$ cat src/rtl/pipe_stage_reg.sv
// Elastic pipeline-stage register with a 2-entry skid buffer and flush.
// Optional saturating stall counter enabled by PIPE_STALL_CNT_EN.
module pipe_stage_reg #(
    parameter int DATA_W = 64,
    parameter int CTRL_W = 2,
    parameter int IDX_W  = 5,
    parameter int CNT_W  = 16
) (
    input  logic              clk,
    input  logic              reset,
    input  logic              flush,
    input  logic              in_valid,
    output logic              in_ready,
    input  logic [CTRL_W-1:0] in_ctrl,
    input  logic [DATA_W-1:0] in_data,
    input  logic [IDX_W-1:0]  in_idx,
    output logic              out_valid,
    input  logic              out_ready,
    output logic [CTRL_W-1:0] out_ctrl,
    output logic [DATA_W-1:0] out_data,
    output logic [IDX_W-1:0]  out_idx,
    output logic [1:0]        occupancy
`ifdef PIPE_STALL_CNT_EN
    ,
    output logic [CNT_W-1:0]  stall_cnt
`endif
);

    typedef enum logic [1:0] {
        EMPTY = 2'd0,
        ONE   = 2'd1,
        FULL  = 2'd2
    } state_e;

    state_e            state_q, state_d;
    logic [CTRL_W-1:0] main_ctrl_q, main_ctrl_d;
    logic [DATA_W-1:0] main_data_q, main_data_d;
    logic [IDX_W-1:0]  main_idx_q, main_idx_d;
    logic [CTRL_W-1:0] skid_ctrl_q, skid_ctrl_d;
    logic [DATA_W-1:0] skid_data_q, skid_data_d;
    logic [IDX_W-1:0]  skid_idx_q, skid_idx_d;
    logic              in_fire;
    logic              out_fire;

    // Ready depends only on the state register, breaking the ready chain.
    assign in_ready  = (state_q != FULL);
    assign out_valid = (state_q != EMPTY);
    assign in_fire   = in_valid & in_ready;
    assign out_fire  = out_valid & out_ready;
    assign out_ctrl  = out_valid ? main_ctrl_q : '0;
    assign out_data  = main_data_q;
    assign out_idx   = main_idx_q;
    assign occupancy = state_q;

    always_comb begin
        state_d     = state_q;
        main_ctrl_d = main_ctrl_q;
        main_data_d = main_data_q;
        main_idx_d  = main_idx_q;
        skid_ctrl_d = skid_ctrl_q;
        skid_data_d = skid_data_q;
        skid_idx_d  = skid_idx_q;
        if (flush) begin
            state_d     = EMPTY;
            main_ctrl_d = '0;
            skid_ctrl_d = '0;
        end else begin
            unique case (state_q)
                EMPTY: begin
                    if (in_fire) begin
                        main_ctrl_d = in_ctrl;
                        main_data_d = in_data;
                        main_idx_d  = in_idx;
                        state_d     = ONE;
                    end
                end
                ONE: begin
                    if (in_fire && out_fire) begin
                        main_ctrl_d = in_ctrl;
                        main_data_d = in_data;
                        main_idx_d  = in_idx;
                    end else if (in_fire) begin
                        skid_ctrl_d = in_ctrl;
                        skid_data_d = in_data;
                        skid_idx_d  = in_idx;
                        state_d     = FULL;
                    end else if (out_fire) begin
                        state_d = EMPTY;
                    end
                end
                FULL: begin
                    if (out_fire) begin
                        main_ctrl_d = skid_ctrl_q;
                        main_data_d = skid_data_q;
                        main_idx_d  = skid_idx_q;
                        state_d     = ONE;
                    end
                end
                default: begin
                    state_d = EMPTY;
                end
            endcase
        end
    end

    always_ff @(posedge clk or negedge reset) begin
        if (!reset) begin
            state_q     <= EMPTY;
            main_ctrl_q <= '0;
            main_data_q <= '0;
            main_idx_q  <= '0;
            skid_ctrl_q <= '0;
            skid_data_q <= '0;
            skid_idx_q  <= '0;
        end else begin
            state_q     <= state_d;
            main_ctrl_q <= main_ctrl_d;
            main_data_q <= main_data_d;
            main_idx_q  <= main_idx_d;
            skid_ctrl_q <= skid_ctrl_d;
            skid_data_q <= skid_data_d;
            skid_idx_q  <= skid_idx_d;
        end
    end

`ifdef PIPE_STALL_CNT_EN
    logic [CNT_W-1:0] stall_cnt_q, stall_cnt_d;

    // Saturates rather than wraps; flush does not touch it.
    always_comb begin
        stall_cnt_d = stall_cnt_q;
        if (out_valid && !out_ready && (stall_cnt_q != '1)) begin
            stall_cnt_d = stall_cnt_q + {{(CNT_W-1){1'b0}}, 1'b1};
        end
    end

    always_ff @(posedge clk or negedge reset) begin
        if (!reset) begin
            stall_cnt_q <= '0;
        end else begin
            stall_cnt_q <= stall_cnt_d;
        end
    end

    assign stall_cnt = stall_cnt_q;
`else
    logic [CNT_W-1:0] unused_cnt;
    assign unused_cnt = '0;
`endif

endmodule

$ cat config.mk
export PLATFORM = sky130hd
export DESIGN_NAME = pipe_stage_reg
export DESIGN_NICKNAME = d
export VERILOG_FILES = /design/src/rtl/pipe_stage_reg.sv
export SDC_FILE = /design/constraint.sdc
export NUM_CORES = 1
export LEC_CHECK = 0
export CORE_ASPECT_RATIO = 2
export CORE_MARGIN = 2
export CORE_UTILIZATION = 39
export CTS_BUF_LIST = sky130_fd_sc_hd__clkbuf_2 sky130_fd_sc_hd__clkbuf_4 sky130_fd_sc_hd__clkbuf_8
export DETAILED_ROUTE_END_ITERATION = 12
export PLACE_DENSITY = 0.75
export SYNTH_ARGS = -nofsm -noshare
export SYNTH_HDL_FRONTEND = slang
export SYNTH_SLANG_ARGS = --single-unit
$ cat constraint.sdc
create_clock -name clk -period 2.4 [get_ports clk]
set_clock_uncertainty 0.1 [all_clocks]
set_input_delay 0.24 -clock clk [delete_from_list [all_inputs] [get_ports clk]]
set_output_delay 0.24 -clock clk [all_outputs]
set_load 0.05 [all_outputs]
### Yosys cells after proc, flatten, opt, wreduce, memory -nomap -nowiden

Index checks and enable logic that the tools add are counted.

| storage, ports and cells | value |
|---|---|
| bits in writable memories | 0 |
| output and inout bits | 75 |
| bits in read-only memories | 0 |
| bits in registers | 144 |
| memories kept | 0 |
| input port bits | 76 |
| word-level logic and storage cells | 59 |
| latch bits | 0 |

| operators by class | value |
|---|---|
| shift operators | 0 |
| bitwise operators | 4 |
| add/subtract/negate cells | 0 |
| eq/ne operators | 12 |
| multiply operators | 0 |
| reduce and logical (&&, ||, !) cells | 12 |
| $lt $le $gt $ge | 0 |
| divide/modulo/power cells | 0 |
| muxes and demuxes | 24 |

Operator list:

| kind | count |
|---|---|
| two-way mux 64 bit | 3 |
| case mux 64 bit (3 select lines) | 1 |
| two-way mux 2 bit | 14 |
| two-way mux 5 bit | 3 |
| case mux 5 bit (3 select lines) | 1 |
| inequality test 3 bit, second input constant | 4 |
| case mux 2 bit (3 select lines) | 2 |
| AND reduction 4 bit | 3 |
| inequality test 2 bit, second input constant | 5 |
| nonzero test 2 bit | 3 |
| AND reduction 5 bit | 1 |
| inequality test 4 bit, second input constant | 1 |
| nonzero test 4 bit | 1 |
| AND reduction 3 bit | 1 |
| nonzero test 3 bit | 1 |
| bitwise AND 1 bit | 2 |
| equality test 2 x 1 -> 1 bit, second input constant | 1 |
| equality test 2 bit, second input constant | 1 |
| zero test 2 bit | 1 |
| inverter 1 bit | 2 |
| logical AND 1 bit | 1 |

### Depth between registers and ports, before layout

Gate-level depths: netlist of run 1.

| logic depth | value |
|---|---|
| depth in word-level cells | 7 |
| gate-level depth with buffers | 7 |
| gate-level depth less buffers | 4 |

### Least setup slack after synthesis of run 1

OpenSTA, ideal clock, no wires.

| path | value |
|---|---|
| path kind | reg2reg |
| start | reg state_q[0], in the netlist occupancy[0] |
| end | reg skid_data_q[53] |
| data required time | 2.175 ns |
| path buffers | 2 |
| library setup time | 0.125 ns |
| cell stages (with the launch flop) | 7 |
| arrival time | 1.822 ns |
| path slack | 0.353 ns |
| period minus slack after synthesis | 2.047 ns |
| cells stage by stage | dfrtp_1 -> nand2b_1 -> nand2b_4 -> nor2_4 -> buf_4 -> buf_6 -> mux2_2 |

| between the ends | value |
|---|---|
| longest elaborated chain between the ends | 5 |
| elaborated cells on any way between the ends | 8 |
| those cells by class | eq/ne (2); bitwise (3); reduce/logical (3) |

Ends and longest elaborated chain:

| item | RTL line | RTL |
|---|---|---|
| start, declared | 35 | `state_e state_q, state_d;` |
| start signal, assigned | 116 | `state_q <= state_d;` |
| inequality test 2 bit or nonzero test 2 bit (tied branches) | 46, 47 |  |
| bitwise AND 1 bit, on equally long branches | 48, 49 |  |
| logical AND 1 bit | 78 | `if (in_fire && out_fire) begin` |
| inverter 1 bit (no source line) | -- |  |
| AND reduction 4 bit (no source line) (*) | -- |  |
| end signal, assigned | 121 | `skid_data_q <= skid_data_d;` |
| end, declared | 40 | `logic [DATA_W-1:0] skid_data_q, skid_data_d;` |

Every way passes the cells marked *; elsewhere a longest branch is shown, timed or not.
A chain may end at the register's enable or synchronous reset.

### Worst setup path after layout of run 1

| path | value |
|---|---|
| start | reg state_q[0], in the netlist occupancy[0] |
| end | out out_valid |

| between the ends | value |
|---|---|
| longest elaborated chain between the ends | 1 |

Ends and longest elaborated chain:

| item | RTL line | RTL |
|---|---|---|
| nonzero test 2 bit | 47 | `assign out_valid = (state_q != EMPTY);` |
| end, declared | 17 | `output logic out_valid,` |

No other way between the ends.

==> impl_metrics.tcl, run 1 <==
set metrics [dict create \
    power.density_cell_area_mw_per_mm2 864 \
    synth_compound_gate_area_share_pct 12.4 \
    num-nets-final 708 \
    cts_tree "built" \
    dr.first_iter.drc_count 186 \
    rsz0062_at_grt "false" \
    routed-via-count 4433 \
    die_outline_area_sq_mm 0.0170 \
    fin_crit_ns 2.28 \
    placeable_core_region_sq_mm 0.0157 \
    cts-root-to-sink-buffers 2 \
    portBuffers 150 \
    total_global_routing_track_utilization_pct 18.9 \
    timing.critical_path.cells "or2_2 > clkdlybuf4s50_1" \
    htree_levels 4 \
    layout-area-overhead-vs-synth_pct 34.7 \
    globalRouteOverflowTotal 0 \
    critPathRequiredTime_ns 2.06 \
    worst_r2r_endpoint "out_data[8]" \
    yosysSeqAreaShare_pct 58.0 \
    crit_path_start_kind "register" \
    post-dp-hpwl_microns 10800 \
    detail_route.drc_violations 0 \
    finalSetupTns_ns 0 \
    synth.distinct_cells 26 \
    pin_count 151 \
    report.final.hold_viol_count 0 \
    worst_pin_slew_ns 0.584 \
    power.static_leakage_nw 3.35 \
    post-place-cells 813 \
    global_route.usage.met2_pct 34.6 \
    final-max-slew-violation-count 0 \
    clk_transition_reported_paths_ns 0.07 \
    grt_antenna_before_repair 0 \
    syn-instance-count 487 \
    avgSynthCellArea_sq_um 12.8 \
    floorplan.die.height_microns 182 \
    finalCritPeriodShare_pct 95.2 \
    clock.fmax_mhz 438 \
    finalPower_mw 7.23 \
    syn_nets 563 \
    use_met3_pct 4.87 \
    crit_family "buffers and inverters" \
    grt_first_pass_wirelength_microns 24500 \
    drv_cap 0 \
    worst-r2r-setup-slack_ns 0.47 \
    cts.sinks 144 \
    grt_util_met1_pct 19.7 \
    worst-path-max-fanout 6 \
    hold_path.class "in2reg" \
    globalRoute.busiestLayer "met2" \
    max_rail_drop_vdd_v 0.000483 \
    avgRoutedWirePerCell_microns 18.2 \
    cp.buffers_inverters 1 \
    length_of_the_first_detailed_routing_pass_in_iterations 4 \
    timing.max_slew.rel_slack_pct 61.0 \
    layout.cells.non_filler 846 \
    dominant_combinational_cell_family_by_area_after_synthesis "multiplexers" \
    cts-buffers-inserted 17 \
    ant_nets 0 \
    setup_slack_ns 0.116 \
    routed_wl_microns 15400 \
    synthXorXnorAreaFrac_pct 0 \
    worst-r2r-cell-count 4 \
    grt_pass1_vias 4733 \
    synth-simple-area-share_pct 1.77 \
    worst-setup-path-type "reg2out" \
    synth-seq-cells 144 \
    routabilityCongestion 0.805 \
    setup_violations 0 \
    synth_area_sq_mm 0.00621 \
    vias_per_cell 5.24 \
    post_route_cells_drive_above_1_share_pct 21.1 \
    chipWidth_microns 93.2 \
    post_synth_fa_ha_maj_area_fraction_pct 0 \
    critPathCaptureType "output pin" \
    hold_start "flush" \
    placementRows 65 \
    worst_hold_path.endpoint "skid_ctrl_q[1]" \
    crit_slowest_cell "sky130_fd_sc_hd__clkdlybuf4s50_1" \
    initial_utilization_pct 39.6 \
    r2r-start "occupancy[1]" \
    synth.area.mux_share_pct 24.6 \
    worst_slack_at_placement_ns 0.171 \
    antennaDiodeCount 0 \
    data_arrival_time_at_the_worst_slack_endpoint_ns 1.94 \
    hold-path-cell-count 2 \
    clk_latency_ns 0.43 \
    status "completed" \
    grt_max_degree 72 \
    synth.yosys.warnings 0 \
    clk_root_buffer_cell "sky130_fd_sc_hd__clkbuf_8" \
    slowest_delay_ns 0.72 \
]
## worst max-delay path by stage
stage,from,end,slack [ns],cells past startpoint
4_1_cts,occupancy[0],out_valid,0.08,2
3_5_place_dp,out_ready,out_data[50],0.17,6
3_3_place_gp,out_ready,out_idx[0],0.22,6
2_1_floorplan,occupancy[0],skid_data_q[53],0.35,6
5_1_grt,occupancy[0],out_valid,0.04,2
6_report,occupancy[0],out_valid,0.12,2
## synthesized netlist by cell type
library cell	number	area (sq um)
sky130_fd_sc_hd__a21oi_1	2	10.0
sky130_fd_sc_hd__o21ai_2	10	87.6
sky130_fd_sc_hd__and2_1	2	12.5
sky130_fd_sc_hd__dfrtp_1	144	3600
sky130_fd_sc_hd__or2_0	1	6.26
sky130_fd_sc_hd__buf_4	1	7.51
sky130_fd_sc_hd__inv_1	1	3.75
sky130_fd_sc_hd__buf_2	15	75.1
sky130_fd_sc_hd__nor2_1	5	18.8
sky130_fd_sc_hd__o21a_1	1	7.51
sky130_fd_sc_hd__clkbuf_1	14	52.6
sky130_fd_sc_hd__and2b_4	1	10.0
sky130_fd_sc_hd__mux2i_1	73	731
sky130_fd_sc_hd__a21oi_4	1	16.3
sky130_fd_sc_hd__or2_2	1	6.26
sky130_fd_sc_hd__buf_6	3	33.8
sky130_fd_sc_hd__and3b_1	1	8.76
sky130_fd_sc_hd__nor2b_1	1	6.26
sky130_fd_sc_hd__clkbuf_2	5	25.0
sky130_fd_sc_hd__mux2_2	71	800
sky130_fd_sc_hd__nor2_4	1	11.3
sky130_fd_sc_hd__nand2b_1	2	12.5
sky130_fd_sc_hd__nand2_1	1	3.75
sky130_fd_sc_hd__nand2b_4	1	13.8
sky130_fd_sc_hd__o22a_1	1	8.76
sky130_fd_sc_hd__o21ai_0	128	641
## cell families after synthesis
family          count (synthesis)
buf+inv                        39
compound gates                143
flops                         144
mux                           144
simple gates                   17
## layer usage
metal,vias to the layer above,part of all wire (%),wire length [microns]
met5,-,0,0
met4,0,3.0,469
met3,32,4.9,762
met2,148,57,8720
met1,2218,35,5460
li1,2035,-,-
## cell type report
type	count	area [sq um]
clock inverter	14	149
clock buffer	18	241
fill	1348	7330
inverter	1	3.75
timing repair buffer	164	1700
multi-input combinational	304	2420
sequential	144	3600
tap	201	251
## through the flow
stage	area [sq um]	hold slack (ns)	util, %
2_1_floorplan	6210	-0.156	-
3_3_place_gp	7970	0.124	50.8
5_1_grt	8370	0.130	53.3
4_1_cts	8370	0.119	53.3
3_5_place_dp	7970	0.126	50.8
6_report	8370	0.147	53.3
## layout by cell type, fill, tap and decap left out, types with 2 or more instances in the layout
cell type,instances
sky130_fd_sc_hd__and2_1,2
sky130_fd_sc_hd__o21ai_2,10
sky130_fd_sc_hd__buf_12,8
sky130_fd_sc_hd__inv_6,5
sky130_fd_sc_hd__mux2_2,71
sky130_fd_sc_hd__dfrtp_1,144
sky130_fd_sc_hd__or2_2,2
sky130_fd_sc_hd__dlygate4sd2_1,2
sky130_fd_sc_hd__a21oi_1,2
sky130_fd_sc_hd__o21ai_0,128
sky130_fd_sc_hd__clkinvlp_4,4
sky130_fd_sc_hd__clkdlybuf4s50_1,145
sky130_fd_sc_hd__clkbuf_8,17
sky130_fd_sc_hd__clkinv_4,2
sky130_fd_sc_hd__buf_4,6
sky130_fd_sc_hd__nand2b_1,2
sky130_fd_sc_hd__nor2_1,5
sky130_fd_sc_hd__mux2i_1,73
## flip-flops by register name (all words and copies together) (netlist names)
signal / count
out_idx: 5
out_data: 64
skid_ctrl_q: 2
occupancy: 2
skid_data_q: 64
skid_idx_q: 5
main_ctrl_q: 2
## power breakdown
| group | total, mW | internal, mW | leakage (nW) | switching (mW) |
|---|---|---|---|---|
| Sequential | 3.27 | 2.97 | 1.78 | 0.304 |
| Combinational | 2.11 | 0.866 | 1.38 | 1.25 |
| Clock | 1.85 | 0.863 | 0.185 | 0.987 |
## timing repair
action / CTS / global route
buffers inserted: 0 / 0
gates resized for setup: 2 / 0
setup endpoints to repair: 2 / 0
hold buffers: 1 / 0
endpoints found under the hold margin: 48 / 0
(Power assumes the default switching activity.)
==> inputs of run 2 (changes only) <==
==> constraint.sdc (replaced) <==
create_clock -name clk -period 2.4 [get_ports clk]
set_clock_uncertainty 0.1 [all_clocks]
set_input_delay 0.48 -clock clk [delete_from_list [all_inputs] [get_ports clk]]
set_output_delay 0.48 -clock clk [all_outputs]
set_load 0.05 [all_outputs]
==> impl_metrics.tcl, run 2 (same netlist as run 1, synthesis figures left out) <==
set metrics [dict create \
    setup_violations 0 \
    total_global_routing_track_utilization_pct 18.1 \
    cts-buffers-inserted 17 \
    worst-path-max-fanout 6 \
    rsz0062_at_grt "false" \
    drv_cap 0 \
    grt_pass1_vias 4669 \
    clk_root_buffer_cell "sky130_fd_sc_hd__clkbuf_8" \
    report.final.hold_viol_count 0 \
    grt_util_met1_pct 20.5 \
    length_of_the_first_detailed_routing_pass_in_iterations 4 \
    portBuffers 150 \
    crit_slowest_cell "sky130_fd_sc_hd__dfrtp_1" \
    routed-via-count 4481 \
    mostFrequentLayoutCell "sky130_fd_sc_hd__dfrtp_1" \
    routed_wl_microns 15300 \
    post-dp-hpwl_microns 10700 \
    clk_latency_ns 0.43 \
    finalSetupTns_ns 0 \
    clk_transition_reported_paths_ns 0.08 \
    cts-root-to-sink-buffers 2 \
    initial_utilization_pct 39.6 \
    pin_count 151 \
    slowest_delay_ns 0.47 \
    finalPower_mw 7.23 \
    grt_antenna_before_repair 1 \
    clock.fmax_mhz 445 \
    hold_path.class "in2reg" \
    worst_pin_slew_ns 0.664 \
    crit_family "flip-flops" \
    dr.first_iter.drc_count 323 \
    cp.buffers_inverters 1 \
    use_met3_pct 4.50 \
    critPathCaptureType "output pin" \
    power.density_cell_area_mw_per_mm2 866 \
    status "completed" \
    timing.critical_path.cells "or2_2 > dlygate4sd2_1" \
    layout-area-overhead-vs-synth_pct 34.4 \
    finalCritPeriodShare_pct 93.6 \
    layout.cells.non_filler 850 \
    placeable_core_region_sq_mm 0.0157 \
    avgRoutedWirePerCell_microns 18.0 \
    post_layout_util_pct 53.2 \
    floorplan.die.height_microns 182 \
    post-place-cells 816 \
    globalRoute.busiestLayer "met2" \
    critPathRequiredTime_ns 1.82 \
    post_cts_buffers 0 \
    placementRows 65 \
    timing.max_slew.rel_slack_pct 55.7 \
    grt_first_pass_wirelength_microns 23900 \
    routabilityCongestion 0.781 \
    max_rail_drop_vdd_v 0.000526 \
    chipWidth_microns 93.2 \
    worst-setup-path-type "reg2out" \
    num-nets-final 711 \
    globalRouteOverflowTotal 0 \
    detail_route.drc_violations 0 \
    global_route.usage.met2_pct 31.2 \
    cts.sinks 144 \
    final-max-slew-violation-count 0 \
    ant_nets 0 \
    vias_per_cell 5.27 \
    layout.cells.most_common_list "144 x sky130_fd_sc_hd__dfrtp_1, 142 x sky130_fd_sc_hd__clkdlybuf4s50_1, 128 x sky130_fd_sc_hd__o21ai_0" \
    cts_tree "built" \
    htree_levels 4 \
    fin_crit_ns 2.25 \
    power.static_leakage_nw 3.38 \
    grt_max_degree 69 \
    die_outline_area_sq_mm 0.0170 \
    timing.hold.ws_ns 0.255 \
    data_arrival_time_at_the_worst_slack_endpoint_ns 1.67 \
    crit_path_start_kind "register" \
    post_route_cells_drive_above_1_share_pct 21.8 \
]
[run 2: changes by cell type in the layout (fill, tap and decap cells not counted), sizes merged]
cell | previous run | this run
diode | 0 | 1
clkdlybuf4s50 | 145 | 142
buf | 16 | 21
dlygate4sd2 | 2 | 1
dlymetal6s2s | 0 | 2
clkbuf | 18 | 17
inv | 7 | 8
[run 2: path summary, 6_finish.rpt]
check / startpoint / to / slack (ns) / depth (start not counted)
min: flush / skid_ctrl_q[0] / 0.25 / 2
min in group asynchronous: reset / out_data[19] / 0.50 / 2
max in group asynchronous: reset / skid_data_q[56] / 0.99 / 3
max: occupancy[0] / out_valid / 0.15 / 2
max reg2reg: occupancy[0] / skid_data_q[10] / 0.56 / 5
min reg2reg: out_data[51] / out_data[51] / 0.41 / 2
[run 2: timing repair]
action	4_1_cts	5_1_grt
setup endpoints to repair	1	2
hold endpoints to repair	66	0
resized for setup	1	2
gates cloned	0	0
hold buffers	1	0
[run 2: final cells by class]
class                      count  area [sq um]
fill                        1329          7350
sequential                   144          3600
multi-input combinational    304          2420
timing repair buffer         167          1690
tap                          201           251
clock buffer                  17           234
clock inverter                15           149
inverter                       1          3.75
antenna                        1          2.50
[run 2: metrics by stage]
stage,area [sq um],setup slack [ns]
4_1_cts,8340,0.0185
6_report,8350,0.153
3_5_place_dp,7950,0.0464
2_1_floorplan,6210,0.296
5_1_grt,8350,0.0590
3_3_place_gp,7950,0.0646
[run 2: layer usage]
| metal | routed length [microns] | up-vias |
|---|---|---|
| met5 | 0 | - |
| met4 | 541 | 0 |
| met3 | 661 | 32 |
| met2 | 8260 | 130 |
| met1 | 5800 | 2276 |
| li1 | - | 2043 |
[run 2: power by group]
group          leakage (nW)  internal (mW)  total, mW  switching (mW)
registers              1.78           2.97       3.27           0.303
clock network         0.184          0.850       1.86            1.01
logic                  1.41          0.864       2.11            1.24
total                  3.38           4.68       7.23            2.55
==> inputs of run 3 (changes only) <==
- CORE_MARGIN: 2 -> not set
==> impl_metrics.tcl, run 3 (same netlist as run 1, synthesis figures left out) <==
set metrics [dict create \
    status "completed" \
    post_route_cells_drive_above_1_share_pct 21.3 \
    worst_hold_path.endpoint "main_ctrl_q[1]" \
    pwr-share-seq_pct 43.4 \
    final-max-slew-violation-count 0 \
    globalRouteOverflowTotal 0 \
    post-dp-hpwl_microns 10200 \
    r2r-start "occupancy[1]" \
    total_global_routing_track_utilization_pct 19.1 \
    timing.max_slew.rel_slack_pct 63.2 \
    fillerInstances 1318 \
    worst_pin_slew_ns 0.553 \
    clkPwrFrac_pct 28.5 \
    num-nets-final 707 \
    finalCritPeriodShare_pct 95.4 \
    power.net_switching_mw 2.45 \
    detail_route.drc_violations 0 \
    ant_nets 0 \
    grt_pass1_vias 4913 \
    cts-root-to-sink-buffers 2 \
    fin_crit_ns 2.29 \
    clk_root_buffer_cell "sky130_fd_sc_hd__clkbuf_8" \
    cts.sinks 144 \
    power.share.combinational_pct 28.1 \
    clk_latency_ns 0.42 \
    multiInputGateArea_sq_mm 0.00242 \
    timing.critical_path.cells "clkdlybuf4s50_1" \
    final_cell_area_sq_mm 0.00843 \
    worst-r2r-cell-count 5 \
    crit_family "buffers and inverters" \
    hold_start "flush" \
    crit_path_start_kind "register" \
    power.static_leakage_nw 3.40 \
    routed_wl_microns 14900 \
    setup_violations 0 \
    critPathRequiredTime_ns 1.82 \
    layout.cells.most_common_list "144 x sky130_fd_sc_hd__dfrtp_1, 143 x sky130_fd_sc_hd__clkdlybuf4s50_1, 128 x sky130_fd_sc_hd__o21ai_0" \
    report.final.hold_viol_count 0 \
    clk_transition_reported_paths_ns 0.08 \
    crit_slowest_cell "sky130_fd_sc_hd__clkdlybuf4s50_1" \
    routed-via-count 4486 \
    power.density_cell_area_mw_per_mm2 891 \
    pin_count 151 \
    avgRoutedWirePerCell_microns 17.7 \
    worst-r2r-setup-slack_ns 0.58 \
    max_rail_drop_vdd_v 0.000409 \
    portBuffers 150 \
    worst_slack_at_placement_ns 0.0631 \
    floorplan.die.height_microns 180 \
    routabilityCongestion 0.758 \
    worst-setup-path-type "reg2out" \
    internal_power_mw 5.06 \
    initial_utilization_pct 40.2 \
    mostFrequentLayoutCell "sky130_fd_sc_hd__dfrtp_1" \
    antennaDiodeCount 0 \
    grt_antenna_before_repair 0 \
    hold_path.class "in2reg" \
    clock.fmax_mhz 437 \
    critPathCaptureType "output pin" \
    drv_cap 0 \
    finalSetupTns_ns 0 \
    length_of_the_first_detailed_routing_pass_in_iterations 4 \
    layout-area-overhead-vs-synth_pct 35.7 \
    dr.first_iter.drc_count 186 \
    grt_max_degree 72 \
    dpl_cell_area_sq_mm 0.00797 \
    chipWidth_microns 91.2 \
    htree_levels 4 \
    hold-path-cell-count 2 \
    finalPower_mw 7.51 \
    grt_first_pass_wirelength_microns 24400 \
    cts_tree "built" \
    setup_slack_ns 0.111 \
    timing.hold.ws_ns 0.379 \
    cp.buffers_inverters 1 \
    worst_r2r_endpoint "skid_data_q[5]" \
    cts-buffers-inserted 17 \
    slowest_delay_ns 0.85 \
    die_outline_area_sq_mm 0.0165 \
    placementRows 64 \
    rsz0062_at_grt "false" \
    vias_per_cell 5.33 \
    placeable_core_region_sq_mm 0.0155 \
    power.switching_fraction_pct 32.6 \
    worst-path-max-fanout 7 \
    regArea_sq_mm 0.00360 \
    data_arrival_time_at_the_worst_slack_endpoint_ns 1.71 \
]
-- run 3: layout make-up --
type / count / share of cell area [%]
Clock buffer: 21 / 3.28
Sequential cell: 144 / 42.7
Clock inverter: 11 / 2.08
Timing Repair Buffer: 163 / 20.2
Inverter: 1 / 0.0445
Tap cell: 198 / 2.94
Multi-Input combinational cell: 304 / 28.7
-- run 3: how the worst max path moves through the flow --
stage	startpoint	to	slack, ns	depth (start not counted)
after floorplan	occupancy[1]	in_ready	0.30	4
after global placement	out_ready	skid_idx_q[3]	0.12	6
after detailed placement	out_ready	skid_data_q[35]	0.06	6
after CTS	occupancy[0]	occupancy[0]	0.03	1
after global routing	occupancy[1]	occupancy[1]	0.04	1
final	occupancy[1]	occupancy[1]	0.11	1
-- run 3: stage by stage --
stage                     instances  utilization, %
after floorplan                 487               -
after global placement          809            51.5
after detailed placement        809            51.5
after CTS                       842            54.5
after global routing            842            54.5
final                           842            54.5
-- run 3: per-layer routing --
| metal | GRT usage [%] | part of all wire (%) | vias up |
|---|---|---|---|
| li1 | - | - | 2033 |
| met1 | 19.6 | 37 | 2283 |
| met2 | 36.2 | 56 | 146 |
| met3 | 3.54 | 3.8 | 24 |
| met4 | 9.84 | 3.2 | 0 |
| met5 | 0 | 0 | - |
-- run 3: power groups by stage --
stage / Sequential, mW / Clock [mW] / Combinational (mW)
2_1_floorplan: 3.96 / 0 / 0.622
3_3_place_gp: 3.27 / 0 / 2.08
3_5_place_dp: 3.31 / 0 / 2.13
4_1_cts: 3.26 / 2.20 / 2.14
5_1_grt: 3.33 / 2.30 / 2.24
6_report: 3.26 / 2.14 / 2.11
-- run 3: timing repair --
action,4_1_cts,5_1_grt
hold endpoints to repair,44,0
hold buffers,1,0
resized for setup,1,1
setup buffers,0,0
setup endpoints to repair,1,1
pin swaps,0,0
